[src/rtl/alu_mp_seq.sv]
// Byte-serial multi-precision add/subtract sequencer built around one 8-bit ripple ALU.
// Inter-byte carries are resolved with an extra increment pass because the ALU has no carry-in.

module alu8 (
   input  logic [7:0] x,
   input  logic [7:0] y,
   input  logic [2:0] sel,
   output logic [7:0] sum,
   output logic       carry
);
   logic [7:0] yy;
   logic [7:0] s;
   logic       cy;

   always_comb begin
      yy = (sel == 3'b001) ? ~y : y;
      cy = (sel == 3'b001);
      s  = '0;
      for (int i = 0; i < 8; i++) begin
         s[i] = x[i] ^ yy[i] ^ cy;
         cy   = (x[i] & yy[i]) | (cy & (x[i] ^ yy[i]));
      end
      sum   = s;
      carry = cy;
      case (sel)
         3'b010: begin sum = x & y; carry = 1'b0; end
         3'b011: begin sum = x | y; carry = 1'b0; end
         3'b100: begin sum = x ^ y; carry = 1'b0; end
         default: ;
      endcase
   end
endmodule

module alu_mp_seq #(
   parameter int NBYTES = 4,
   localparam int W = 8 * NBYTES
) (
   input  logic         clk,
   input  logic         rst_n,
   input  logic         start,
   input  logic         op,
   input  logic [W-1:0] a,
   input  logic [W-1:0] b,
   output logic         busy,
   output logic         done,
   output logic [W-1:0] result,
   output logic         cout,
   output logic         ovf
);
   localparam int IW = $clog2(NBYTES);
   localparam logic [IW-1:0] LAST = IW'(NBYTES - 1);

   typedef enum logic [1:0] {IDLE, ADD, INC, DONE} state_t;

   state_t        state;
   logic [W-1:0]  a_q;
   logic [W-1:0]  b_q;
   logic [IW-1:0] idx;
   logic          carry;
   logic [7:0]    tmp;
   logic          tc;

   logic [7:0]    alu_x;
   logic [7:0]    alu_y;
   logic [7:0]    alu_sum;
   logic          alu_c;
   logic          adv;
   logic          wr_carry;

   always_comb begin
      alu_x    = a_q[{idx, 3'b000} +: 8];
      alu_y    = b_q[{idx, 3'b000} +: 8];
      adv      = 1'b0;
      wr_carry = alu_c;
      if (state == INC) begin
         alu_x    = tmp;
         alu_y    = 8'h01;
         adv      = 1'b1;
         // tc and the increment carry are mutually exclusive, so OR is exact.
         wr_carry = tc | alu_c;
      end else if (state == ADD && !carry) begin
         adv = 1'b1;
      end
   end

   alu8 u_alu (
      .x     (alu_x),
      .y     (alu_y),
      .sel   (3'b000),
      .sum   (alu_sum),
      .carry (alu_c)
   );

   always_ff @(posedge clk or negedge rst_n) begin
      if (!rst_n) begin
         state  <= IDLE;
         a_q    <= '0;
         b_q    <= '0;
         idx    <= '0;
         carry  <= 1'b0;
         tmp    <= '0;
         tc     <= 1'b0;
         busy   <= 1'b0;
         done   <= 1'b0;
         result <= '0;
         cout   <= 1'b0;
         ovf    <= 1'b0;
      end else begin
         done <= 1'b0;
         case (state)
            IDLE, DONE: begin
               if (start) begin
                  a_q    <= a;
                  b_q    <= op ? ~b : b;
                  carry  <= op;
                  idx    <= '0;
                  result <= '0;
                  cout   <= 1'b0;
                  ovf    <= 1'b0;
                  busy   <= 1'b1;
                  state  <= ADD;
               end else begin
                  state <= IDLE;
               end
            end
            ADD: begin
               if (carry) begin
                  tmp   <= alu_sum;
                  tc    <= alu_c;
                  state <= INC;
               end
            end
            default: ;
         endcase

         if (adv) begin
            result[{idx, 3'b000} +: 8] <= alu_sum;
            carry                      <= wr_carry;
            if (idx == LAST) begin
               cout  <= wr_carry;
               // alu_sum[7] is the result MSB being written on this edge.
               ovf   <= (a_q[W-1] == b_q[W-1]) && (alu_sum[7] != a_q[W-1]);
               busy  <= 1'b0;
               done  <= 1'b1;
               state <= DONE;
            end else begin
               idx   <= idx + IW'(1);
               state <= ADD;
            end
         end
      end
   end
endmodule

[config.mk]
export PLATFORM = sky130hd
export DESIGN_NAME = alu_mp_seq
export DESIGN_NICKNAME = d
export VERILOG_FILES = /design/src/rtl/alu_mp_seq.sv
export SDC_FILE = /design/constraint.sdc
export NUM_CORES = 1
export LEC_CHECK = 0
export BUFFER_PORTS_ARGS = -buffer_cell sky130_fd_sc_hd__buf_2
export CAP_MARGIN = 20
export CORE_MARGIN = 2
export CORE_UTILIZATION = 53
export CTS_CLUSTER_SIZE = 8
export DETAILED_ROUTE_END_ITERATION = 10
export PLACE_DENSITY = 0.77
export SKIP_CTS_REPAIR_TIMING = 1
export SYNTH_ARGS = -nofsm -noshare
export SYNTH_HDL_FRONTEND = slang
export SYNTH_SLANG_ARGS = --single-unit
[constraint.sdc]
create_clock -name clk -period 10.1 [get_ports clk]
set_input_delay 1.515 -clock clk [delete_from_list [all_inputs] [get_ports clk]]
set_output_delay 1.515 -clock clk [all_outputs]
set_load 0.05 [all_outputs]
* Yosys cells after proc, flatten, opt, wreduce, memory -nomap -nowiden
Cells that the tools add are included.
** Operators by class
- $add $sub $neg :: 2
- Multipliers :: 0
- Div/mod/pow operators :: 0
- Order comparisons :: 0
- Equality and inequality tests :: 7
- Shift-type cells :: 4
- Mux-type cells :: 36
- Bitwise gates (word level) :: 39
- Reductions and logical operators :: 12
** Operator list (count)
- 32-bit two-way mux :: 4
- 32-bit by 6-bit indexed part select with 8-bit output :: 2
- 32-bit bitwise mux :: 1
- 32-bit inverter :: 1
- 8-bit by 7-bit variable shift with 32-bit output (first input constant) :: 1
- 8-bit by 7-bit indexed part select with 32-bit output :: 1
- 1-bit two-way mux :: 21
- 8-bit two-way mux :: 2
- 1-bit AND :: 15
- 1-bit bitwise XOR :: 15
- 2-bit two-way mux :: 7
- 1-bit OR :: 8
- 2-bit AND reduction :: 4
- 5-bit negation with 7-bit output :: 1
- 2-bit equality test (second input constant) :: 3
- 2-bit case mux with 2 select lines :: 1
- 2-bit nonzero test :: 2
- 3-bit inequality test (second input constant) :: 1
- 3-bit nonzero test :: 1
- 2-bit by 1-bit adder with 2-bit output (second input constant) :: 1
- 2-bit by 1-bit equality test with 1-bit output (second input constant) :: 1
- 1-bit logical AND :: 2
- 2-bit zero test :: 1
- 2-bit OR reduction :: 1
- 3 further kinds :: 3
** Word-level totals
- Bits in registers :: 114
- Latch bits :: 0
- Memory bits (writable) :: 0
- Bits in read-only memories :: 0
- Bits of input ports :: 68
- Output and inout port bits :: 36
- Logic and storage cells :: 112
- Memories kept :: 0

* Depth between registers and ports, before layout
Gate-level depths: netlist of the first run.
- Depth in word-level cells :: 21
- Depth in mapped cells :: 20
- Mapped depth without buffers :: 19

* Cells and area by module
From an unflattened synthesis of the first run, not the netlist that was laid out.
** Unflattened totals
- Cell total of the unflattened synthesis :: 599
- Area, all modules :: 6444.9 um2
** Modules (own cells, without submodules)
- alu_mp_seq :: instances 1, cells an instance 486, area each 5597.9 um2, seq. area each 2852.7 um2
- alu8 :: instances 1, cells an instance 113, area each 847.1 um2, seq. area each 0.0 um2

* Worst setup path after synthesis of the first run
No wires, ideal clock.
- Path kind :: reg2reg
- Start point :: register state[0]
- End point :: register ovf
- Setup time :: 0.132 ns
- Data arrival time :: 4.639 ns
- Data required time :: 9.968 ns
- Path slack :: 5.329 ns
- Cell stages (with the launch flop) :: 21
- Path buffers :: 1
- Clock period less this slack :: 4.771 ns
- Cell sequence :: dfrtp_1 -> inv_1 -> ha_1 -> buf_2 -> nor2_1 -> nand2_1 -> o221a_2 -> ha_1 -> inv_1 -> fa_1 -> inv_1 -> fa_1 -> fa_1 -> fa_1 -> fa_1 -> fa_1 -> inv_1 -> fa_1 -> and3_1 -> nor2_1 -> mux2i_1
** Between the ends
- Word-level cells in the longest chain between the ends :: 20
- Elaborated cells between the ends (all ways) :: 42
- Those cells by class :: eq/ne: 4; mux: 7; bitwise: 27; reduce/logical: 4
** Ends and longest elaborated chain
- start, declared :: line 55 : state_t state;
- start signal, assigned :: line 96 : state <= IDLE;
- start signal, assigned :: line 121 : state <= ADD;
- start signal, assigned :: line 123 : state <= IDLE;
- 2-bit equality test :: line 75 : if (state == INC) begin
- 8-bit two-way mux :: line 75
- 1-bit AND / 1-bit bitwise XOR (equally long branches) :: line 21 : cy = (x[i] & yy[i]) | (cy & (x[i] ^ yy[i]));
- 1-bit AND :: line 21
- 1-bit OR :: line 21
- 1-bit AND :: line 21
- 1-bit OR :: line 21
- 1-bit AND :: line 21
- [... 4 more ...]
- 1-bit OR :: line 21
- 1-bit AND :: line 21
- 1-bit OR :: line 21
- 1-bit bitwise XOR :: line 20 : s[i] = x[i] ^ yy[i] ^ cy;
- 1-bit inequality test :: line 142 : ovf <= (a_q[W-1] == b_q[W-1]) && (alu_sum[7] != a_q[W-1]);
- 1-bit logical AND :: line 142
- 1-bit two-way mux :: line 139 : if (idx == LAST) begin
- 1-bit two-way mux (*) :: line 136 : if (adv) begin
- end signal, assigned :: line 142
- end, declared :: line 48 : output logic ovf
Every way passes the cells marked *; elsewhere a longest branch is shown, timed or not.
A chain may end at the register's enable or synchronous reset.

* Worst setup path after layout of the first run
Ends and elaborated chain as after synthesis.

==> results of run 1 <==
==> worst max-delay path: stages, from the launching register on <==
cell and delay (ns):
dfrtp_1 0.36, inv_1 0.05, ha_1 0.42, inv_2 0.32, nand2_1 0.24, o221a_2 0.33
ha_1 0.17, inv_1 0.07, fa_1 0.17, inv_1 0.05, fa_1 0.38, fa_1 0.41
fa_1 0.43, fa_1 0.46, fa_1 0.42, inv_1 0.08, fa_1 0.43, and3_1 0.20
nor2_1 0.10, mux2i_1 0.07
==> cell type report <==
type / count / area (um2) / share of cell area (%)
clock buffer: 22 / 473 / 6.93
sequential: 114 / 2850 / 41.8
timing repair buffer: 107 / 568 / 8.33
clock inverter: 10 / 178 / 2.61
inverter: 13 / 48.8 / 0.715
tap: 136 / 170 / 2.49
multi-input combinational: 372 / 2530 / 37.1
==> flip-flops by register name (all words and copies together), names as in the netlist <==
| register | cells |
|---|---|
| a_q | 32 |
| b_q | 32 |
| busy | 1 |
| carry | 1 |
| cout | 1 |
| done | 1 |
| idx | 2 |
| ovf | 1 |
| result | 32 |
| state | 2 |
| tc | 1 |
| tmp | 8 |
==> routing by layer <==
| metal | GRT usage, % | wire length (um) | up-vias |
|---|---|---|---|
| met5 | 0 | 0 | - |
| met4 | 8.91 | 197 | 0 |
| met3 | 5.47 | 674 | 20 |
| met2 | 38.5 | 6060 | 133 |
| met1 | 32.4 | 5910 | 2032 |
| li1 | - | - | 1967 |
==> cell families (layout without fill, tap and decap cells) <==
group                      Yosys count  after routing  synth area share (%)
adders and majority gates           16             16                  4.52
muxes                               49             49                  11.1
buffers and inverters               43            152                  3.91
DFF                                114            114                  51.0
xor gates and xnor gates            32             32                  5.01
AOI/OAI and AO/OA                   75             75                  9.98
and+or+nand+nor                    200            200                  14.5
==> power groups by stage <==
| stage | Combinational (uW) | Clock [uW] | Sequential, uW |
|---|---|---|---|
| final | 1400 | 660 | 780 |
| after global routing | 1540 | 687 | 800 |
| after CTS | 1400 | 663 | 780 |
| after detailed placement | 1380 | 0 | 782 |
| after global placement | 1340 | 0 | 774 |
| after floorplan | 886 | 0 | 886 |
==> worst max-delay path by stage <==
stage	startpoint	endpoint	slack, ns
final	state[0]	ovf	4.79
after global routing	state[0]	ovf	4.46
after CTS	state[0]	ovf	4.81
after detailed placement	state[0]	ovf	4.83
after global placement	state[0]	ovf	4.95
after floorplan	state[0]	ovf	5.33
==> layout by cell type (no fill, tap or decap), types with 2 or more instances in the layout <==
master / Yosys / layout
nand2_1: 181 / 180
dfrtp_1: 114 / 114
buf_2: 16 / 102
o21ai_0: 36 / 36
xnor2_1: 32 / 32
mux2i_1: 27 / 27
a32o_1: 17 / 17
clkbuf_16: 0 / 16
mux2_2: 14 / 14
inv_1: 12 / 12
ha_1: 9 / 9
and2_1: 7 / 7
fa_1: 7 / 7
o221a_2: 6 / 6
mux4_2: 5 / 5
clkbuf_8: 0 / 5
bufinv_16: 0 / 5
clkinv_2: 0 / 4
buf_4: 4 / 4
mux4_1: 3 / 3
nor2_1: 2 / 2
o221ai_1: 2 / 2
nor2b_1: 2 / 2
o21ai_2: 2 / 2
o21a_1: 2 / 2
nor3b_2: 2 / 2
o21ai_4: 2 / 2
o21bai_1: 2 / 2
==> stage by stage <==
stage               area, um2  worst slack, ns  instances  hold slack [ns]
finish                   6820             4.79        774            0.475
CTS                      6820             4.81        774            0.478
floorplan                5590             5.33        529            0.440
detailed placement       6170             4.83        742            0.463
global route             6820             4.46        774            0.502
global placement         6140             4.95        741            0.454
==> impl_metrics.py, run 1 <==
metrics = {
    "routing": {
        "avgRoutedWirePerCell_um": 16.6,
        "drcViolationCount": 0,
        "vias": 4152,
        "routed_wirelength_um": 12800,
        "via_per_inst": 5.36,
        "drtIter0Drc": 205,
        "first_pass_iters": 5,
        "ant_nets": 0,
    },
    "worst_setup_path": {
        "cp_max_fo": 19,
        "r2r-end": "ovf",
        "cp.required_ns": 10.49,
        "crit_type": "reg -> reg",
        "arrival_ns": 5.70,
        "rrSetupSlack_ns": 4.79,
        "cp-start-kind": "flip-flop",
        "reg2reg_from": "state[0]",
        "reg2reg_depth": 19,
        "cp-end-kind": "flip-flop",
    },
    "sta": {
        "finalCriticalPeriod_ns": 5.31,
        "skew_ns": 0.00713,
        "finalCritPeriodShare_pct": 52.6,
        "relSlewSlack_pct": 40.4,
        "rsz0062_at_grt": "no",
        "fmax_ghz": 0.188,
        "slew_viol_final": 0,
        "tightest_slew_ns": 0.892,
        "fin_setup_tns_ns": 0,
        "setup-violations-final": 0,
        "hold_viol": 0,
    },
    "cts": {
        "path_clk_slew_ns": 0.06,
        "clkLatencyLatePin_ns": 0.52,
        "root_buffer": "clkbuf_8",
        "cts_max_path_buffers": 2,
        "numCtsBuffers": 17,
        "cts_tree": "yes",
        "htreeDepth": 4,
        "cts.sinks": 114,
    },
    "floorplanning": {
        "core_area_um2": 10300,
        "num_rows": 37,
        "ios": 104,
        "start_util_pct": 54.4,
        "die_area_um2": 11400,
        "die_y_um": 107,
        "die_w_um": 107,
    },
    "global_route": {
        "grt_pass1_vias": 4316,
        "grt-ovfl-total": 0,
        "antenna_found_initial": 0,
        "grtUsageTotal_pct": 24.1,
        "grt_start_max_net_pins": 73,
        "grt_pass1_wl_um": 21300,
    },
    "synth": {
        "ys.warnings.count": 0,
        "yosysUniqueCellTypes": 39,
        "synthMostInstantiatedCell": "nand2_1",
        "synthCells": 529,
        "async_flop_share_pct": 100,
        "synth_nets": 613,
        "synth_area_per_cell_um2": 10.6,
        "syn-cell-area_um2": 5590,
        "synth_area_leader_cell": "dfrtp_1",
        "ys_top_cells_by_count": "nand2_1 (181), dfrtp_1 (114), o21ai_0 (36), xnor2_1 (32), mux2i_1 (27)",
        "synth_area_leaders": "dfrtp_1 (51%), nand2_1 (12%), xnor2_1 (5.0%)",
        "synth_top_area_share_pct": 51.0,
        "synth_seq_cells": 114,
        "synth-main-ff-cell": "dfrtp_1",
        "synth_edf_count": 0,
        "yosysSeqAreaShare_pct": 51.0,
    },
    "placement": {
        "gp_congestion": 0.835,
        "dpl.hpwl_um": 8730,
        "port_buffers": 103,
    },
    "cells_and_area": {
        "final_util_pct": 66.4,
        "layout-drive-gt1-share_pct": 27.0,
        "area_growth_syn_to_layout_pct": 21.9,
        "diodes": 0,
        "nFillCells": 805,
        "num-nets-final": 709,
    },
    "hold_path": {
        "holdPathStages": 2,
        "hold_class": "reg -> reg",
        "min_from": "b_q[11]",
        "min_to": "b_q[11]",
    },
    "pwr": {
        "powerDensity_nw_per_um2": 416,
        "clkPwrFrac_pct": 23.2,
        "p_leak_uw": 0.00348,
        "p_seq_share_pct": 27.5,
        "swShare_pct": 43.5,
        "p_switching_uw": 1230,
        "power_uw": 2840,
        "combPwrFrac_pct": 49.3,
        "ir_drop_mv": 0.202,
        "p_int_uw": 1610,
    },
    "status": {
        "status": "complete, no violations",
    },
    "run": {
        "cap_viol_max_count": 0,
    },
}
No activity file was read; power rests on OpenSTA's default activity.
==> run 2: changes to the inputs <==
==> constraint.sdc (replaced) <==
create_clock -name clk -period 5.5 [get_ports clk]
set_input_delay 0.825 -clock clk [delete_from_list [all_inputs] [get_ports clk]]
set_output_delay 0.825 -clock clk [all_outputs]
set_load 0.05 [all_outputs]
==> run 2 against run 1 <==
Worst hold slack got worse by 0.10 ns. Clock power is 46% higher. Register-to-register slack got worse by 4.3 ns. Wire length fell by 2.1%. Sequential power is 85% higher. Critical path depth did not move. Clock skew decreased by 0.00079 ns. Combinational power up 84%. Die area unchanged. Via count hardly changed. Fmax up 5.2%.
==> impl_metrics.py, run 2 (synthesized netlist as in run 1, its figures left out) <==
metrics = {
    "status": {
        "status": "complete, no violations",
    },
    "cts": {
        "numCtsBuffers": 17,
        "cts_max_path_buffers": 2,
        "cts.sinks": 114,
        "htreeDepth": 4,
        "path_clk_slew_ns": 0.05,
        "root_buffer": "clkbuf_8",
        "cts_tree": "yes",
        "clkLatencyLatePin_ns": 0.51,
    },
    "worst_setup_path": {
        "cp_num_buf_inv": 5,
        "cp_max_fo": 19,
        "rrSetupSlack_ns": 0.45,
        "cpLargestDelayFamily": "adder cells",
        "cp_slowest_cell": "fa_1",
        "cp-start-kind": "flip-flop",
        "reg2reg_from": "state[0]",
        "crit_top_cell": "fa_1",
        "worstPathCellList": "inv_1 -> ha_1 -> inv_2 -> nand2_1 -> o221a_2 -> ha_1 -> inv_1 -> fa_1 -> inv_1 -> fa_1 -> fa_1 -> fa_1 -> fa_1 -> fa_1 -> inv_1 -> fa_1 -> and3_1 -> nor2_1 -> mux2i_1",
        "arrival_ns": 5.42,
        "reg2reg_depth": 19,
        "cp.required_ns": 5.87,
        "r2r-end": "ovf",
        "slowest_delay_ns": 0.47,
        "crit_type": "reg -> reg",
        "cp-end-kind": "flip-flop",
    },
    "routing": {
        "first_pass_iters": 4,
        "via_per_inst": 5.37,
        "routed_wirelength_um": 12600,
        "drcViolationCount": 0,
        "ant_nets": 0,
        "vias": 4150,
        "drtIter0Drc": 164,
        "avgRoutedWirePerCell_um": 16.3,
    },
    "cells_and_area": {
        "diodes": 0,
        "final_util_pct": 65.3,
        "area_growth_syn_to_layout_pct": 19.9,
        "layout_common_cells": "nand2_1 (180), dfrtp_1 (114), buf_2 (102), o21ai_0 (36), xnor2_1 (32)",
        "layout-drive-gt1-share_pct": 26.4,
        "reg_top3": "a_q: 32 flops, b_q: 32 flops, result: 32 flops",
        "num-nets-final": 710,
        "layout_commonest_cell": "nand2_1",
    },
    "sta": {
        "layout_setup_ws_ns": 0.452,
        "finalCriticalPeriod_ns": 5.05,
        "fin_setup_tns_ns": 0,
        "skew_ns": 0.00634,
        "rsz0062_at_grt": "no",
        "tightest_slew_ns": 0.870,
        "relSlewSlack_pct": 42.0,
        "fmax_ghz": 0.198,
        "slew_viol_final": 0,
        "setup-violations-final": 0,
        "hold_viol": 0,
        "hold_slack_ns": 0.371,
        "finalCritPeriodShare_pct": 91.8,
    },
    "floorplanning": {
        "num_rows": 37,
        "start_util_pct": 54.4,
        "ios": 104,
        "core_area_um2": 10300,
        "die_w_um": 107,
        "die_area_um2": 11400,
        "die_y_um": 107,
    },
    "pwr": {
        "ir_drop_mv": 0.428,
        "swShare_pct": 44.8,
        "clkPwrFrac_pct": 19.4,
        "powerDensity_nw_per_um2": 741,
        "p_switching_uw": 2230,
        "p_int_uw": 2740,
        "p_leak_uw": 0.00342,
        "combPwrFrac_pct": 51.7,
        "p_seq_share_pct": 28.9,
    },
    "global_route": {
        "grt-ovfl-total": 0,
        "grt_pass1_wl_um": 21200,
        "grt_start_max_net_pins": 78,
        "grtUsageTotal_pct": 24.1,
        "antenna_found_initial": 0,
        "grt_pass1_vias": 4284,
    },
    "placement": {
        "dpl.hpwl_um": 8820,
        "gp_congestion": 0.882,
        "place_ws_ns": 0.469,
        "port_buffers": 103,
    },
    "hold_path": {
        "hold_class": "in -> async",
    },
    "run": {
        "cap_viol_max_count": 0,
    },
}
-- run 2: power by group through the flow --
| stage | logic [uW] | registers, uW | clock network, uW |
|---|---|---|---|
| finish | 2570 | 1440 | 964 |
| detailed placement | 2550 | 1440 | 0 |
| global route | 2830 | 1470 | 1010 |
| floorplan | 1630 | 1630 | 0 |
| CTS | 2560 | 1440 | 977 |
| global placement | 2470 | 1420 | 0 |
-- run 2: worst max path at each step --
stage | startpoint | end | slack (ns) | cells past startpoint
5_1_grt | state[0] | ovf | 0.09 | 19
2_1_floorplan | state[0] | ovf | 0.73 | 20
4_1_cts | state[0] | ovf | 0.46 | 19
6_report | state[0] | ovf | 0.45 | 19
3_3_place_gp | idx[1] | ovf | 0.63 | 16
3_5_place_dp | state[0] | ovf | 0.47 | 19
-- run 2: area by class of cell --
type / count / area, um2
Fill cell: 834 / 3570
Sequential cell: 114 / 2850
Multi-Input combinational cell: 372 / 2530
Timing Repair Buffer: 108 / 588
Clock buffer: 23 / 457
Tap cell: 136 / 170
Clock inverter: 7 / 60.1
Inverter: 13 / 48.8
-- run 2: worst register-to-register path: cells and delay by family, from the launching register on --
family | cells | cell delay [ns]
adders and majority gates | 9 | 3.11
AOI/OAI and AO/OA | 1 | 0.33
buffers and inverters | 5 | 0.51
and+or+nand+nor | 3 | 0.55
DFF | 1 | 0.36
muxes | 1 | 0.07
-- run 2: through the flow --
step                power (uW)  area [um2]  std cells
floorplan                 3250        5590        529
global placement          3890        6160        742
detailed placement        3990        6160        742
CTS                       4970        6680        772
global route              5310        6710        773
finish                    4970        6710        773
-- run 2: routing by layer --
layer  global-route usage, %  vias up  share of wire (%)
met5                       0        -                  0
met4                    9.00        0                1.8
met3                    5.23       18                6.6
met2                    38.7      155                 48
met1                    32.3     2001                 43
li1                        -     1976                  -
